**src/rtl/game_pkg.sv**
```systemverilog
// Match-flow types and constants shared by the scoring logic and the score digit renderer.
package game_pkg;

   typedef enum logic [1:0] {PLAY, GOAL_HOLD, RESPAWN, OVER} match_state_t;

   localparam int SCORE_W = 4;

   localparam logic [1:0] WIN_NONE = 2'b00;
   localparam logic [1:0] WIN_P1   = 2'b01;
   localparam logic [1:0] WIN_P2   = 2'b10;
   localparam logic [1:0] WIN_DRAW = 2'b11;

   function automatic logic [1:0] winner_code(input logic [SCORE_W-1:0] p1,
                                              input logic [SCORE_W-1:0] p2);
      if (p1 > p2)      return WIN_P1;
      else if (p2 > p1) return WIN_P2;
      else              return WIN_DRAW;
   endfunction

endpackage

```
**src/rtl/match_timer.sv**
```systemverilog
// Frame-tick divider feeding a match countdown in seconds that stops at zero.
module match_timer #(
   parameter int MATCH_SECONDS  = 90,
   parameter int FRAMES_PER_SEC = 60
) (
   input  logic       clk,
   input  logic       reset_n,
   input  logic       load,
   input  logic       run,
   input  logic       frame_tick,
   output logic [7:0] time_left,
   output logic       expired
);

   localparam int              FC_W    = (FRAMES_PER_SEC > 1) ? $clog2(FRAMES_PER_SEC) : 1;
   localparam logic [FC_W-1:0] FC_LAST = FC_W'(FRAMES_PER_SEC - 1);
   localparam logic [7:0]      START   = 8'(MATCH_SECONDS);

   logic [FC_W-1:0] frame_cnt;
   logic            wrap;

   assign wrap = run && frame_tick && (frame_cnt == FC_LAST);

   // Pulses on the tick that takes the countdown from 1 to 0 so the FSM can leave PLAY on that edge.
   assign expired = wrap && (time_left == 8'd1);

   always_ff @(posedge clk) begin
      if (!reset_n || load) begin
         frame_cnt <= '0;
         time_left <= START;
      end else if (run && frame_tick) begin
         if (wrap) begin
            frame_cnt <= '0;
            if (time_left != 8'd0) time_left <= time_left - 8'd1;
         end else begin
            frame_cnt <= frame_cnt + FC_W'(1);
         end
      end
   end

endmodule

```
**src/rtl/score_keeper.sv**
```systemverilog
// Match scoring and flow control: goal edge detection, celebration hold, respawn and game-over.
module score_keeper
   import game_pkg::*;
#(
   parameter int WIN_SCORE        = 5,
   parameter int MATCH_SECONDS    = 90,
   parameter int FRAMES_PER_SEC   = 60,
   parameter int CELEBRATE_FRAMES = 120
) (
   input  logic               clk,
   input  logic               reset_n,
   input  logic               frame_tick,
   input  logic               goal_left,
   input  logic               goal_right,
   input  logic               new_match,
   output logic [SCORE_W-1:0] score_p1,
   output logic [SCORE_W-1:0] score_p2,
   output logic [7:0]         time_left,
   output logic               freeze,
   output logic               round_reset,
   output logic               game_over,
   output logic [1:0]         winner
);

   localparam logic [SCORE_W-1:0] WIN_S     = SCORE_W'(WIN_SCORE);
   localparam int                 HC_W      = (CELEBRATE_FRAMES > 1) ? $clog2(CELEBRATE_FRAMES) : 1;
   localparam logic [HC_W-1:0]    HOLD_LAST = HC_W'(CELEBRATE_FRAMES - 1);

   match_state_t    state;
   logic [HC_W-1:0] hold_cnt;
   logic            goal_left_q;
   logic            goal_right_q;
   logic            edge_left;
   logic            edge_right;
   logic            expired;

   function automatic logic [SCORE_W-1:0] sat_inc(input logic [SCORE_W-1:0] s);
      return (s >= WIN_S) ? WIN_S : s + SCORE_W'(1);
   endfunction

   assign edge_left  = goal_left  && !goal_left_q;
   assign edge_right = goal_right && !goal_right_q;

   match_timer #(
      .MATCH_SECONDS (MATCH_SECONDS),
      .FRAMES_PER_SEC(FRAMES_PER_SEC)
   ) u_timer (
      .clk       (clk),
      .reset_n   (reset_n),
      .load      (new_match),
      .run       (state == PLAY),
      .frame_tick(frame_tick),
      .time_left (time_left),
      .expired   (expired)
   );

   always_ff @(posedge clk) begin
      if (!reset_n) begin
         state        <= PLAY;
         score_p1     <= '0;
         score_p2     <= '0;
         hold_cnt     <= '0;
         freeze       <= 1'b0;
         round_reset  <= 1'b0;
         game_over    <= 1'b0;
         winner       <= WIN_NONE;
         goal_left_q  <= 1'b0;
         goal_right_q <= 1'b0;
      end else begin
         goal_left_q  <= goal_left;
         goal_right_q <= goal_right;
         round_reset  <= 1'b0;
         if (new_match) begin
            state       <= RESPAWN;
            score_p1    <= '0;
            score_p2    <= '0;
            hold_cnt    <= '0;
            freeze      <= 1'b1;
            round_reset <= 1'b1;
            game_over   <= 1'b0;
            winner      <= WIN_NONE;
         end else begin
            unique case (state)
               PLAY: begin
                  // Simultaneous edges are ambiguous contact and fall through to the timeout check.
                  if (edge_left ^ edge_right) begin
                     if (edge_right) score_p1 <= sat_inc(score_p1);
                     else            score_p2 <= sat_inc(score_p2);
                     hold_cnt <= '0;
                     freeze   <= 1'b1;
                     state    <= GOAL_HOLD;
                  end else if (expired || time_left == 8'd0) begin
                     state     <= OVER;
                     freeze    <= 1'b1;
                     game_over <= 1'b1;
                     winner    <= winner_code(score_p1, score_p2);
                  end
               end
               GOAL_HOLD: begin
                  if (frame_tick) begin
                     if (hold_cnt == HOLD_LAST) begin
                        hold_cnt <= '0;
                        if (score_p1 == WIN_S || score_p2 == WIN_S || time_left == 8'd0) begin
                           state     <= OVER;
                           game_over <= 1'b1;
                           winner    <= winner_code(score_p1, score_p2);
                        end else begin
                           state       <= RESPAWN;
                           round_reset <= 1'b1;
                        end
                     end else begin
                        hold_cnt <= hold_cnt + HC_W'(1);
                     end
                  end
               end
               RESPAWN: begin
                  state  <= PLAY;
                  freeze <= 1'b0;
               end
               OVER: begin
               end
               default: state <= PLAY;
            endcase
         end
      end
   end

   // The win check fires before any score can pass WIN_SCORE; sat_inc is only a safety net.
   assert property (@(posedge clk) disable iff (!reset_n) (score_p1 <= WIN_S) && (score_p2 <= WIN_S));

endmodule
```
**config.mk**
```make
export PLATFORM = sky130hd
export DESIGN_NAME = score_keeper
export DESIGN_NICKNAME = d
export VERILOG_FILES = /design/src/rtl/game_pkg.sv /design/src/rtl/match_timer.sv /design/src/rtl/score_keeper.sv
export SDC_FILE = /design/constraint.sdc
export NUM_CORES = 1
export LEC_CHECK = 0
export BUFFER_PORTS_ARGS = -buffer_cell sky130_fd_sc_hd__buf_2
export CAP_MARGIN = 15
export CORE_ASPECT_RATIO = 0.6
export CORE_MARGIN = 2
export CORE_UTILIZATION = 30
export CTS_CLUSTER_DIAMETER = 200
export CTS_CLUSTER_SIZE = 25
export DETAILED_ROUTE_END_ITERATION = 6
export GPL_TIMING_DRIVEN = 1
export PLACE_DENSITY = 0.5
export SYNTH_ARGS = -nofsm -noshare
export SYNTH_HDL_FRONTEND = slang
export SYNTH_SLANG_ARGS = --single-unit
```
**constraint.sdc**
```tcl
create_clock -name clk -period 2.6 [get_ports clk]
set_input_delay 0.13 -clock clk [delete_from_list [all_inputs] [get_ports clk]]
set_output_delay 0.13 -clock clk [all_outputs]
set_load 0.01 [all_outputs]
```
==> impl_results.rst <==
.. list-table::
   :header-rows: 1

   * - Metric
     - Value
   * - Final Critical Period
     - 1.98 ns
   * - Placed wire-length estimate
     - approximately 3500 um
   * - Largest net degree at the start of global routing
     - 17
   * - Peak Freq
     - a little over 500 MHz
   * - Sw Pwr
     - 523 uW
   * - Kind of path behind the tightest hold check
     - input pin to flop
   * - Worst slew margin relative to its limit
     - 0.462
   * - Vias
     - between 1500 and 2000
   * - Post-synthesis instance area
     - 2090 um2
   * - Drt initial violations
     - 86
   * - Share of layout cells above drive strength 1
     - 0.163
   * - Crit end category
     - flop
   * - Max capacitance violation total
     - 0
   * - FFs w/ async S/R, synth
     - 0
   * - Total detailed-routing wirelength
     - 4700 um
   * - Routed length per placed instance
     - ~13 um
   * - Max-slew violations
     - 0
   * - Cell internal power dissipation
     - about 1.2 mW
   * - Number of standard-cell rows in the floorplan
     - 23
   * - Status
     - complete, but fails checks
   * - Weighted congestion at the end of routability-driven global placement
     - 0.791
   * - CTS clk-pin slew, worst paths
     - 0.06 ns
   * - Port bufs
     - 26
   * - Leakage Power
     - about 0.96 nW
   * - Hold Startpoint
     - goal_left
   * - Share of the cycle needed by the critical path after routing
     - 0.762
   * - CP max FO
     - 9
   * - Maximum clock path buffer count
     - 2
   * - Top Ports
     - 27
   * - CTS resizes
     - 0
   * - Cell chosen for the clock root
     - sky130_fd_sc_hd__clkbuf_16
   * - Share of synthesized area occupied by flip-flops and latches
     - 0.365
   * - Final Net Count
     - 289
   * - Die area
     - 7660 um2
   * - GRT overflow
     - 0
   * - Mean number of vias per cell
     - ~5
   * - Via count of the first global-routing pass
     - 1563
   * - Setup repair after global routing missed its margin
     - false
   * - Clk_lat worst skew
     - 0.28 ns
   * - Least-Margin Pin Slew
     - 0.807 ns
   * - Ordered cell list for the critical path
     - inv_1, ha_1, or3b_2, o211ai_4, nor3_1, xnor2_1, nor2_1
   * - Final hold violation count
     - 0
   * - Post-route DRC violation count
     - 1
   * - Wire length of the first global-routing pass
     - 7910 um
   * - Worst Clk Skew
     - 0.00510 ns
   * - Type of the setup path with the least slack
     - flop to flop
   * - Power density over the cells
     - 690 nW/um2
   * - Portion of total power attributed to the clock network
     - 0.342
   * - Timing startpoint of the critical path
     - u_timer.time_left[0]
   * - Count of flip-flops with a built-in enable after synthesis
     - 0
   * - Buffers inserted by post-CTS timing repair
     - 0
   * - Initial standard-cell utilization of the core
     - 0.311
   * - Critical path data required time
     - 2.74 ns
   * - Gate power share
     - 0.272
   * - Horizontal extent of the die
     - 112 um
   * - Sequential group share of total power
     - 0.386
   * - Area Overhead vs Synth
     - 16.7%
   * - Setup TNS
     - 0 ns
   * - H-Tree Level Count
     - 2
   * - Mean area per synthesized cell
     - 8.80 um2
   * - Crit-path slowest cell
     - sky130_fd_sc_hd__or3b_2
   * - ANT nets after route
     - 0
   * - Worst reg2reg startpoint
     - u_timer.time_left[0]
   * - Die boundary height
     - between 60 and 70 um
   * - Post-Synthesis Net Count
     - 262
   * - Delay contributed by the slowest stage of the critical path
     - 0.53 ns
   * - Num Clock Sinks
     - 38
   * - Number of instances in the synthesized netlist
     - 237
   * - Antenna violations before repair
     - 0
   * - Area inside the core boundary
     - 6710 um2
   * - Top_reg_cell synth
     - sky130_fd_sc_hd__dfxtp_1
   * - Hold WS
     - 0.0606 ns
   * - Pre-antenna DRT Iters
     - 7
   * - Switching share of power
     - 0.311
   * - Setup crit start kind
     - flop
   * - All-layer global routing usage
     - 0.134
   * - Clock buffer count from CTS
     - 5
   * - Data arrival, critical path
     - between 2 and 2.5 ns
   * - Inserted Diodes
     - 0
   * - Violated checks
     - design-rule violations
   * - Max VDD drop
     - 285 uV
   * - #FFs+latches synth
     - 38
   * - Clock tree from TritonCTS
     - built
   * - Hold Buf Count CTS
     - 0
   * - Synth Warn #
     - 0
   * - Post-synthesis cell type count
     - 49
   * - Final setup violating endpoints
     - 0
critical path, delay by kind of cell (launching register included):
kind                     cells  cell delay (ns)
buffers and inverters        1             0.12
AO/OA/AOI/OAI                1             0.33
flip-flops                   1             0.34
XOR/XNOR                     1             0.14
adder cells (fa/ha/maj)      1             0.21
AND/OR/NAND/NOR              3             0.69
cell families after synthesis:
group,synth area share
AO/OA/AOI/OAI,0.160
buffers and inverters,0.0420
adder cells (fa/ha/maj),0.114
XOR/XNOR,0.0588
AND/OR/NAND/NOR,0.241
multiplexers,0.0198
flip-flops,0.365
metal layers:
| layer | vias up | GRT usage | share of wire |
|---|---|---|---|
| met3 | 8 | 0.0446 | 0.055 |
| met2 | 37 | 0.177 | 0.35 |
| li1 | 905 | - | - |
| met4 | 0 | 0.0509 | 0.014 |
| met1 | 765 | 0.197 | 0.58 |
| met5 | - | 0 | 0 |
registers in the layout, summed over array words and instances (netlist names):
register	cells
freeze	1
game_over	1
goal_left_q	1
goal_right_q	1
hold_cnt	7
round_reset	1
score_p1	4
score_p2	4
state	2
u_timer.frame_cnt	6
u_timer.time_left	8
winner	2
cell usage after synthesis (3+ instances only):
master	n	area, um2
sky130_fd_sc_hd__dfxtp_1	38	761
sky130_fd_sc_hd__nor2_1	22	82.6
sky130_fd_sc_hd__nand2_1	21	78.8
sky130_fd_sc_hd__ha_1	19	238
sky130_fd_sc_hd__inv_1	13	48.8
sky130_fd_sc_hd__a21oi_1	10	50.1
sky130_fd_sc_hd__nand3_1	9	45.0
sky130_fd_sc_hd__nand2b_1	8	50.1
sky130_fd_sc_hd__nand4_1	8	50.1
sky130_fd_sc_hd__xor2_1	8	70.1
sky130_fd_sc_hd__o21ai_0	7	35.0
sky130_fd_sc_hd__a211oi_1	6	45.0
sky130_fd_sc_hd__xnor2_1	6	52.6
sky130_fd_sc_hd__and2_1	5	31.3
sky130_fd_sc_hd__clkbuf_1	5	18.8
sky130_fd_sc_hd__nor3_1	5	25.0
sky130_fd_sc_hd__mux2i_1	3	30.0
sky130_fd_sc_hd__nor2b_1	3	18.8
sky130_fd_sc_hd__nor4_1	3	18.8
sky130_fd_sc_hd__o211ai_1	3	22.5
stage by stage:
stage	std cells	utilization	worst slack [ns]	power, mW	cell area [um2]
after global routing	351	0.363	0.515	1.79	2430
after global placement	344	0.343	0.675	1.11	2300
after detailed placement	344	0.343	0.643	1.11	2300
final	351	0.363	0.619	1.68	2430
after CTS	351	0.363	0.635	1.70	2430
after floorplan	237	-	0.778	1.02	2090
cells in the final DEF (no fill, tap or decap), drive strengths merged, types with 2 or more instances in the layout:
cell type  count
xnor2          6
or3            2
nand2b         8
nor2b          3
a21oi         10
and2           5
ha            19
nand3          9
a21o           2
nor2          22
nand4          8
or3b           2
mux2i          3
o21ai          7
nand2         22
dfxtp         38
clkbuf         7
o211ai         4
nor3           5
nor4           4
buf           28
inv           13
a211oi         6
a22oi          2
and3           2
o41ai          2
o21a           2
xor2           8
power by group through the flow:
| stage | Sequential, mW | Combinational, mW | Clock, mW |
|---|---|---|---|
| 2_1_floorplan | 0.658 | 0.364 | 0 |
| 3_3_place_gp | 0.658 | 0.454 | 0 |
| 3_5_place_dp | 0.660 | 0.455 | 0 |
| 4_1_cts | 0.647 | 0.458 | 0.597 |
| 5_1_grt | 0.653 | 0.519 | 0.620 |
| 6_report | 0.648 | 0.456 | 0.574 |
path summary, 6_finish.rpt:
kind | to | slack (ns) | cells after the start
hold reg to reg | game_over | 0.48 | 1
hold / removal | goal_left_q | 0.06 | 2
setup reg to reg | u_timer.time_left[7] | 0.62 | 7
setup / recovery | u_timer.time_left[7] | 0.62 | 7
layout make-up:
cell class / count / area (um2)
fillers: 688 / 4270
multi-input cells: 178 / 1240
flip-flops and latches: 38 / 761
repair buffers: 28 / 145
clock buffers: 7 / 133
well taps: 87 / 109
inverters: 13 / 48.8
Power figures use the tool's default switching activity.
